===== src/rtl/button_conditioner.sv =====
// Multi-channel push-button conditioner.
// Each channel synchronizes an active-low raw button, debounces it, and runs
// a small FSM that produces press/release pulses, a held level and an
// optional autorepeat pulse train while the button stays down.
// `release` is a reserved word in SystemVerilog, so the release pulse output
// is named `released`.
module button_conditioner #(
    parameter int N               = 4,
    parameter int DEBOUNCE_CYCLES = 4,
    parameter int REPEAT_DELAY    = 10,
    parameter int REPEAT_PERIOD   = 3
) (
    input  logic           clock,
    input  logic           reset,
    input  logic [N-1:0]   btn_n,
    input  logic [N-1:0]   repeat_en,
    output logic [N-1:0]   press,
    output logic [N-1:0]   released,
    output logic [N-1:0]   held,
    output logic [N-1:0]   rpt,
    output logic [2*N-1:0] state,
    output logic           any_press
);

    localparam int DB_W  = $clog2(DEBOUNCE_CYCLES + 1);
    localparam int R_MAX = (REPEAT_DELAY > REPEAT_PERIOD) ? REPEAT_DELAY : REPEAT_PERIOD;
    localparam int RP_W  = $clog2(R_MAX + 1);

    localparam logic [DB_W-1:0] DB_LAST    = DB_W'(DEBOUNCE_CYCLES - 1);
    localparam logic [RP_W-1:0] DELAY_LAST = RP_W'(REPEAT_DELAY - 1);
    localparam logic [RP_W-1:0] PER_LAST   = RP_W'(REPEAT_PERIOD - 1);

    typedef enum logic [1:0] {
        IDLE     = 2'd0,
        PRESSED  = 2'd1,
        HELD     = 2'd2,
        RELEASED = 2'd3
    } state_t;

    for (genvar i = 0; i < N; i++) begin : g_ch
        logic            s1;
        logic            s2;
        logic            db;        // debounced level, 1 = up
        logic [DB_W-1:0] cnt;       // consecutive samples differing from db
        logic            flip;      // db changes on this edge
        state_t          st;
        logic [RP_W-1:0] rcnt;      // cycles since HELD entry / last repeat
        logic            rphase;    // 0: waiting initial delay, 1: periodic
        logic            rpt_r;

        // The flip edge is the one taking the final differing sample.
        assign flip = (s2 != db) && (cnt == DB_LAST);

        // Two-flop synchronizer feeding the debounce counter.
        always_ff @(posedge clock) begin
            if (reset) begin
                s1  <= 1'b1;
                s2  <= 1'b1;
                db  <= 1'b1;
                cnt <= '0;
            end else begin
                s1 <= btn_n[i];
                s2 <= s1;
                if (s2 == db) begin
                    cnt <= '0;
                end else if (flip) begin
                    db  <= s2;
                    cnt <= '0;
                end else begin
                    cnt <= cnt + DB_W'(1);
                end
            end
        end

        // Channel FSM, reacting on the same edge the debounced level flips,
        // plus the autorepeat timer that only runs while HELD and enabled.
        always_ff @(posedge clock) begin
            if (reset) begin
                st     <= IDLE;
                rcnt   <= '0;
                rphase <= 1'b0;
                rpt_r  <= 1'b0;
            end else begin
                rpt_r <= 1'b0;
                case (st)
                    IDLE: begin
                        if (flip && !s2) st <= PRESSED;
                    end
                    PRESSED: begin
                        st     <= HELD;
                        rcnt   <= '0;
                        rphase <= 1'b0;
                    end
                    HELD: begin
                        if (flip && s2) begin
                            st     <= RELEASED;
                            rcnt   <= '0;
                            rphase <= 1'b0;
                        end else if (!repeat_en[i]) begin
                            // Disabling restarts the initial delay later on.
                            rcnt   <= '0;
                            rphase <= 1'b0;
                        end else if (rcnt == (rphase ? PER_LAST : DELAY_LAST)) begin
                            rpt_r  <= 1'b1;
                            rcnt   <= '0;
                            rphase <= 1'b1;
                        end else begin
                            rcnt <= rcnt + RP_W'(1);
                        end
                    end
                    RELEASED: begin
                        st <= IDLE;
                    end
                endcase
            end
        end

        assign press[i]        = (st == PRESSED);
        assign released[i]     = (st == RELEASED);
        assign held[i]         = (st == PRESSED) || (st == HELD);
        assign rpt[i]          = rpt_r;
        assign state[2*i +: 2] = st;
    end

    assign any_press = |press;

endmodule


===== config.mk =====
export PLATFORM = sky130hd
export DESIGN_NAME = button_conditioner
export DESIGN_NICKNAME = d
export VERILOG_FILES = /design/src/rtl/button_conditioner.sv
export SDC_FILE = /design/constraint.sdc
export NUM_CORES = 1
export LEC_CHECK = 0
export CORE_MARGIN = 4
export CORE_UTILIZATION = 39
export CTS_CLUSTER_DIAMETER = 150
export DETAILED_ROUTE_END_ITERATION = 16
export GPL_ROUTABILITY_DRIVEN = 1
export PLACE_DENSITY = 0.7
export SYNTH_ARGS = -nofsm -noshare
export SYNTH_HDL_FRONTEND = slang
export SYNTH_SLANG_ARGS = --single-unit

===== constraint.sdc =====
create_clock -name clock -period 1.8 [get_ports clock]
set_clock_uncertainty 0.05 [all_clocks]
set_input_delay 0.36 -clock clock [delete_from_list [all_inputs] [get_ports clock]]
set_output_delay 0.36 -clock clock [all_outputs]
set_load 0.05 [all_outputs]

==> impl_metrics.tcl, run 1 <==
set metrics [dict create \
    status "complete, but fails checks" \
    violations "setup timing" \
    post_drt_wl_per_cell_microns 12.7 \
    fillers 684 \
    synthSimpleGateAreaFrac_pct 27.0 \
    synth_cell_types 40 \
    worstSetupEndpointType "output port" \
    gp_congestion 0.792 \
    synth.avg_cell_area_sq_um 10.0 \
    synth-xor-area-share_pct 2.35 \
    period_needed_ns 1.99 \
    syn_area_sq_um 2990 \
    synth-seq-cells 56 \
    grt_overflow 0 \
    critPathLaunchType "register" \
    synth_compound_area_share_pct 13.4 \
    final_max_slew_viol_count 0 \
    die_w_microns 95.5 \
    clock_sinks 56 \
    slew_headroom_pct 73.3 \
    max_freq_mhz 503 \
    die_area_sq_um 9130 \
    drc 0 \
    grt_use_total_pct 13.0 \
    grt_pass1_wl_microns 9570 \
    multi_input_area_sq_um 1810 \
    drive_gt1_share_pct 28.1 \
    clk_pin_slew_ns 0.10 \
    synth_nets 339 \
    cts_buffer_depth 2 \
    io_buffers 34 \
    finalCritPeriodShare_pct 110 \
    root_buffer "clkbuf_8" \
    p_total_uw 3420 \
    hp-class "register to register" \
    drtIter0Drc 52 \
    leakagePower_uw 0.00139 \
    ys_async_sr_fraction_pct 0 \
    die_y_microns 95.5 \
    cap_viol_max_count 0 \
    final_hold_viol_count 0 \
    vias 2243 \
    synthAdderAreaFrac_pct 13.0 \
    clock_latency_ns 0.30 \
    fin_util_pct 51.6 \
    num_io_pins 35 \
    tritoncts "built" \
    worstPathRequired_ns 1.39 \
    cts_made_buffers 5 \
    vias_per_cell 5.13 \
    diodes 0 \
    yosys_warnings 0 \
    synthMuxAreaShare_pct 1.34 \
    path_class "register to output port" \
    setup_viol 1 \
    start_util_pct 40.8 \
    final_common_cell "dfxtp_1" \
    tightest_slew_ns 0.397 \
    cp_data_arrival_time_ns 1.58 \
    first_global_vias 2108 \
    rows 31 \
    antenna_left 0 \
    synthCells 298 \
    grt_start_max_net_pins 68 \
    dp_hpwl_microns 3840 \
    nNetsFinal 378 \
    rsz0062_at_grt "true" \
    power.density_nw_per_um2 905 \
    dr.pass1.iters 4 \
    grt_antenna_before_repair 0 \
    vdd_drop_max_uv 347 \
    synth_top_family_by_area "simple AND/OR/NAND/NOR gates" \
    setup_ws_ns -0.186 \
    final_cell_mix "dfxtp_1, ha_1, buf_4" \
    drt-total-wl_microns 5540 \
    htree_levels 2 \
    synth_edf_count 0 \
    syn_to_final_growth_pct 26.6 \
    critPathMaxFanout 2 \
    core-area_sq_um 7330 \
    seq_area_frac_synth_pct 37.5 \
    synth_top_flop_cell "dfxtp_1" \
    seqCellArea_sq_um 1150 \
]
-- state kept, by name, indices dropped and copies added (netlist names) --
register,cells
g_ch.rpt_r,4
g_ch.rcnt,16
g_ch.s1,4
g_ch.st,8
g_ch.db,4
g_ch.rphase,4
g_ch.cnt,12
g_ch.s2,4
-- critical path, stage by stage, from the launching register on --
cell and delay (ns):
dfxtp_4 0.38, inv_6 0.04, ha_4 0.15, or4_4 0.54, buf_8 0.17
-- Yosys cell counts, drive strengths merged, types with 2 or more instances --
library cell  instances  share of area, %
dfxtp                56                38
nand4                 4               1.0
inv                  21               2.6
o41ai                 4               1.7
nand2b               11               2.3
buf                   9               2.1
a31oi                 4              0.84
o31ai                 4               1.0
a211oi                7               1.8
or2                  10               2.1
a21boi                4               1.1
nor3                  6               1.3
or3                   8               1.7
a211o                 4               1.2
mux2i                 4               1.3
a2111oi               4               2.0
nor2b                 8               1.7
nand4bb              10               3.8
and4bb                4               1.7
nand2                 7              0.88
xor2                  4               1.2
a41oi                 4               1.2
ha                   31                13
o211a                 2              0.67
nand3b               11               2.8
nor3b                16               4.0
nand3                 4              0.67
a21oi                 4               1.2
nor2                 14               1.8
xnor2                 4               1.2
and2                  4              0.84
o22ai                 4              0.84
clkbuf                5              0.63
-- cell type report --
class / instances / area share, %
inverters: 21 / 2.28
repair buffers: 46 / 14.1
flip-flops and latches: 56 / 30.4
clock inverters: 1 / 0.132
multi-input cells: 207 / 47.9
clock buffers: 7 / 2.02
well taps: 99 / 3.27
-- final timing paths --
kind / depth (start not counted) / slack (ns) / start / end
setup reg to reg: 6 / 0.17 / g_ch[1].st[1] / g_ch[1].rcnt[3]
hold reg to reg: 1 / 0.36 / g_ch[3].s1 / g_ch[3].s2
hold / removal: 1 / 0.36 / g_ch[3].s1 / g_ch[3].s2
setup / recovery: 4 / -0.19 / g_ch[1].st[1] / any_press
-- routing by layer --
layer	GRT usage, %	wire [microns]	up-vias
met3	3.39	253	8
met1	15.8	2550	1048
met4	3.91	68	0
li1	-	-	1149
met2	22.4	2660	38
met5	0	0	-
-- stage by stage --
stage                     setup TNS (ns)  hold slack, ns  instance area, sq um  cells  setup WS (ns)
after floorplan                   -0.104           0.339                  3080    298         -0.104
after CTS                         -0.199           0.368                  3730    432         -0.199
after detailed placement               0           0.345                  3570    419         0.0639
after global routing              -0.260           0.379                  3780    437         -0.241
final                             -0.186           0.364                  3780    437         -0.186
after global placement                 0           0.342                  3570    419         0.0806
-- kinds of logic (layout without fill, tap and decap cells) --
family                   count (synthesis)  count (layout)
XOR/XNOR                                 8               8
AO/OA/AOI/OAI                           45              45
adder cells (fa/ha/maj)                 31              31
AND/OR/NAND/NOR                        119             119
multiplexers                             4               4
flip-flops                              56              56
buffers and inverters                   35              75
-- repair_timing --
action                     CTS  global route
buffers inserted             5             5
gates resized for setup      9             2
gates cloned                 0             0
pin swaps                    2             3
setup endpoints to repair    1             2
hold buffers                 0             0
-- where the power goes --
group / switching, uW / internal, uW / total (uW)
clock network: 387 / 274 / 662
registers: 53.9 / 1290 / 1340
logic: 767 / 655 / 1420
total: 1210 / 2220 / 3420
Power figures use the tool's default switching activity.
==> run 2: changes to the inputs <==
==> constraint.sdc (replaced) <==
create_clock -name clock -period 2.1 [get_ports clock]
set_clock_uncertainty 0.05 [all_clocks]
set_input_delay 0.42 -clock clock [delete_from_list [all_inputs] [get_ports clock]]
set_output_delay 0.42 -clock clock [all_outputs]
set_load 0.05 [all_outputs]
==> run 2 against run 1 <==
Effect of this change:
- the run now ends clean
- global-route usage decreased by 0.63 points
- critical path depth unchanged
- sequential power decreased by 15%
- hold slack improved by 0.0015 ns
- die area unchanged
- power decreased by 14%
- design area decreased by 4.3%
- sequential share of layout area increased by 0.95 points
- sequential cell count unchanged
- clock-buffer cell count decreased by 2
- setup slack improved by 0.23 ns
- largest power group is now registers
==> impl_metrics.tcl, run 2 (synthesis results as in run 1) <==
set metrics [dict create \
    status "finished clean" \
    grt_overflow 0 \
    min_from "g_ch[3].s1" \
    wl_met1_microns 2480 \
    final_hold_viol_count 0 \
    hold-worst-slack_ns 0.365 \
    reg_top3 "g_ch.rcnt x16, g_ch.cnt x12, g_ch.st x8" \
    hp-class "register to register" \
    post_drt_wl_per_cell_microns 12.6 \
    vdd_drop_max_uv 276 \
    clk_pin_slew_ns 0.10 \
    largest_reg_flops 16 \
    num_io_pins 35 \
    seqCellArea_sq_um 1130 \
    slowest_stage "or4_4" \
    final_max_slew_viol_count 0 \
    final_cell_mix "dfxtp_1, ha_1, inv_1, clkdlybuf4s50_1" \
    grt_antenna_before_repair 0 \
    die_y_microns 95.5 \
    worstPathCellList "inv_2 -> ha_4 -> or4_4 -> buf_8" \
    vias_per_cell 5.14 \
    drt-total-wl_microns 5440 \
    period_needed_ns 2.06 \
    rows 31 \
    critPathLaunchType "register" \
    final_common_cell "dfxtp_1" \
    dr_wl_met3_microns 192 \
    highest_layer "met4" \
    cts_hold_buf 0 \
    multi_input_area_sq_um 1740 \
    rsz0062_at_grt "false" \
    place_area_sq_um 3420 \
    finalCritPeriodShare_pct 97.9 \
    worstPathRequired_ns 1.63 \
    cap_viol_max_count 0 \
    worstSetupEndpointType "output port" \
    grt_use_total_pct 12.3 \
    cts_buffer_depth 2 \
    fin_area_sq_um 3620 \
    vias 2226 \
    diodes 0 \
    htree_levels 2 \
    root_buffer "clkbuf_8" \
    drive_gt1_share_pct 23.1 \
    gp_congestion 0.766 \
    clock_sinks 56 \
    tritoncts "built" \
    dr.pass1.iters 4 \
    first_global_vias 2029 \
    power.density_nw_per_um2 810 \
    rr_worst_depth 5 \
    syn_to_final_growth_pct 21.2 \
    clock_latency_ns 0.31 \
    nNetsFinal 374 \
    dp_hpwl_microns 3850 \
    regMostFlops "g_ch.rcnt" \
    r2r_start "g_ch[0].st[0]" \
    leakagePower_uw 0.00132 \
    antenna_left 0 \
    cp_data_arrival_time_ns 1.59 \
    path_class "register to output port" \
    die_w_microns 95.5 \
    die_area_sq_um 9130 \
    min_to "g_ch[3].s2" \
    r2r-end "g_ch[0].rcnt[3]" \
    grt_pass1_wl_microns 9130 \
    grt_start_max_net_pins 68 \
    critPathMaxFanout 3 \
    core-area_sq_um 7330 \
    drc 0 \
    setup_viol 0 \
    slew_headroom_pct 66.3 \
    dr_wl_met2_microns 2700 \
    hold_depth 1 \
    max_freq_mhz 486 \
    fin_util_pct 49.4 \
    tightest_slew_ns 0.504 \
    fillers 674 \
    rrSetupSlack_ns 0.38 \
    fin_tns_setup_ns 0 \
    cpPeakStageDelay_ns 0.54 \
    drtIter0Drc 57 \
    start_util_pct 40.8 \
    cts_made_buffers 5 \
    io_buffers 34 \
]
run 2: critical path, delay by kind of cell, from the launching register on:
kind	cells	cell delay, ns
buf+inv	2	0.23
simple gates	1	0.54
fa+ha+maj	1	0.16
flops	1	0.35
run 2: through the flow:
step	setup slack (ns)	power, uW	std cells
2_1_floorplan	-0.0920	1880	298
3_3_place_gp	0.288	2170	418
3_5_place_dp	0.254	2180	418
4_1_cts	0.00210	2960	430
5_1_grt	0.00175	3070	433
6_report	0.0443	2930	433
run 2: area by class of cell:
| cell class | count | area share (%) |
|---|---|---|
| clock inverter | 3 | 1.31 |
| clock buffer | 5 | 1.90 |
| tap | 99 | 3.42 |
| timing repair buffer | 42 | 11.9 |
| inverter | 21 | 2.18 |
| sequential | 56 | 31.3 |
| multi-input combinational | 207 | 48.0 |
run 2: worst max path at each step:
stage | endpoint | startpoint | cells past startpoint
after global placement | any_press | g_ch[1].st[1] | 4
after CTS | any_press | g_ch[0].st[1] | 4
after floorplan | any_press | g_ch[1].st[1] | 3
after global routing | any_press | g_ch[3].st[1] | 4
after detailed placement | any_press | g_ch[1].st[1] | 4
final | any_press | g_ch[0].st[1] | 4
run 2: timing repair:
action | in CTS | in global routing
buffers inserted | 4 | 3
resized for setup | 4 | 5
setup endpoints to repair | 1 | 1
pin swaps | 0 | 3
run 2: power by group:
part	total [uW]	switching (uW)	internal (uW)	leakage (uW)
logic	1070	631	438	0.000806
registers	1140	37.2	1100	0.000458
clock network	725	366	360	0.0000583
total	2930	1030	1900	0.00132
run 2: per-layer routing:
metal | GRT usage, % | up-vias
li1 | - | 1139
met2 | 21.2 | 21
met5 | 0 | -
met4 | 3.91 | 0
met1 | 15.2 | 1061
met3 | 2.92 | 5
==> run 3: changes to the inputs <==
--- a/config.mk
+++ b/config.mk
@@ -10,7 +10,6 @@
 export CTS_CLUSTER_DIAMETER = 150
 export DETAILED_ROUTE_END_ITERATION = 16
 export GPL_ROUTABILITY_DRIVEN = 1
-export PLACE_DENSITY = 0.7
 export SYNTH_ARGS = -nofsm -noshare
 export SYNTH_HDL_FRONTEND = slang
 export SYNTH_SLANG_ARGS = --single-unit
==> run 3 against run 2 <==
Effect of this change:
- clock power shrank 24%
- hold slack is essentially flat
- via count shrank 2.0%
- register-to-register slack is essentially flat
- core utilization shrank 0.67 points
- critical path type unchanged
- critical endpoint unchanged
- largest cell class unchanged
==> impl_metrics.tcl, run 3 (synthesis results as in run 1) <==
set metrics [dict create \
    status "finished clean" \
    antenna_left 0 \
    leakagePower_uw 0.00130 \
    clock_latency_ns 0.30 \
    critPathLaunchType "register" \
    worst-path-buf-inv 2 \
    drive_gt1_share_pct 22.4 \
    drtIter0Drc 29 \
    worstSetupEndpointType "output port" \
    hold-worst-slack_ns 0.365 \
    vias_per_cell 5.07 \
    slew_headroom_pct 65.8 \
    tightest_slew_ns 0.511 \
    reg_top3 "g_ch.rcnt x16, g_ch.cnt x12, g_ch.st x8" \
    wl_met1_microns 2600 \
    worstPathRequired_ns 1.63 \
    cpPeakStageDelay_ns 0.54 \
    clock_sinks 56 \
    grt_overflow 0 \
    dp_slack_ns 0.260 \
    core-area_sq_um 7330 \
    drt-total-wl_microns 5450 \
    seqCellArea_sq_um 1140 \
    vias 2182 \
    dr.pass1.iters 6 \
    p_comb_share_pct 38.6 \
    grt_antenna_before_repair 0 \
    io_buffers 34 \
    clk_pin_slew_ns 0.09 \
    path_class "register to output port" \
    max_freq_mhz 487 \
    fillers 675 \
    place_inst 418 \
    highest_layer "met4" \
    period_needed_ns 2.05 \
    setup_viol 0 \
    post_drt_wl_per_cell_microns 12.7 \
    dr_wl_met3_microns 180 \
    fin_util_pct 48.7 \
    grt_use_total_pct 13.1 \
    die_y_microns 95.5 \
    vdd_drop_max_uv 291 \
    grt_start_max_net_pins 56 \
    start_util_pct 40.8 \
    num_io_pins 35 \
    cts_made_buffers 5 \
    drc 0 \
    regMostFlops "g_ch.rcnt" \
    root_buffer "clkbuf_8" \
    grt_pass1_wl_microns 9630 \
    gp_congestion 0.784 \
    clock_power_share_pct 20.1 \
    dp_hpwl_microns 3970 \
    worstPathCellList "inv_4 -> ha_4 -> or4_4 -> buf_8" \
    slowest_stage "or4_4" \
    path_delay_family "simple AND/OR/NAND/NOR gates" \
    power.density_nw_per_um2 770 \
    instances_no_fill 430 \
    largest_reg_flops 16 \
    nNetsFinal 372 \
    rows 31 \
    final_cell_mix "dfxtp_1, ha_1, clkdlybuf4s50_1" \
    switchingPower_uw 990 \
    finalCritPeriodShare_pct 97.8 \
    p_seq_share_pct 41.3 \
    die_w_microns 95.5 \
    fin_area_sq_um 3570 \
    p_int_uw 1760 \
    diodes 0 \
    cts_hold_buf 0 \
    setup_ws_ns 0.0468 \
    dr_wl_met2_microns 2610 \
    critPathMaxFanout 3 \
    cts_buffer_depth 2 \
    cp_data_arrival_time_ns 1.58 \
    netSwitchingFraction_pct 36.0 \
    tritoncts "built" \
    cap_viol_max_count 0 \
    htree_levels 2 \
    die_area_sq_um 9130 \
    final_common_cell "dfxtp_1" \
    syn_to_final_growth_pct 19.6 \
    place_area_sq_um 3420 \
    first_global_vias 2083 \
    hp-class "register to register" \
    multi_input_area_sq_um 1740 \
    final_hold_viol_count 0 \
    final_max_slew_viol_count 0 \
]
[run 3: cell count changes in the layout (fill, tap and decap cells not counted)]
cell,delta
inv_1,-1
bufinv_16,-1
buf_4,-2
dfxtp_4,+1
dfxtp_2,-1
inv_4,+1
clkbuf_1,+1
clkinv_4,-2
clkinv_2,+1
[run 3: timing repair]
| action | CTS | global route |
|---|---|---|
| gates cloned | 0 | 0 |
| pin swaps | 0 | 2 |
| hold endpoints to repair | 0 | 0 |
| resized for setup | 4 | 8 |
| setup buffers | 3 | 2 |
| endpoints found under the setup margin | 1 | 1 |
[run 3: final timing paths]
path                            cells after the start  slack, ns         endpoint           from
worst max-delay path                                4       0.05        any_press  g_ch[3].st[1]
worst min-delay path                                1       0.37       g_ch[3].s2     g_ch[3].s1
worst max register to register                      5       0.38  g_ch[3].rcnt[3]  g_ch[3].st[0]
worst min register to register                      1       0.37       g_ch[3].s2     g_ch[3].s1
[run 3: power groups by stage]
stage,sequential (uW),combinational [uW],clock (uW)
6_report,1140,1060,552
5_1_grt,1150,1130,626
4_1_cts,1140,1060,585
3_5_place_dp,1160,1020,0
3_3_place_gp,1160,1020,0
2_1_floorplan,1240,636,0
[run 3: metal layers]
layer | global-route usage (%) | up-vias
li1 | - | 1133
met1 | 16.6 | 1015
met2 | 22.2 | 27
met3 | 3.24 | 7
met4 | 3.67 | 0
met5 | 0 | -
[run 3: area by class of cell]
class | instances | share of cell area, %
multi-input combinational | 207 | 48.7
sequential | 56 | 31.8
timing repair buffer | 40 | 11.6
tap | 99 | 3.47
inverter | 21 | 2.28
clock buffer | 6 | 2.03
clock inverter | 1 | 0.140
[run 3: per-stage QoR]
| stage | TNS, ns | total power [uW] |
|---|---|---|
| 6_report | 0 | 2750 |
| 5_1_grt | -0.00132 | 2900 |
| 4_1_cts | 0 | 2780 |
| 3_5_place_dp | 0 | 2180 |
| 3_3_place_gp | 0 | 2180 |
| 2_1_floorplan | -0.0920 | 1880 |
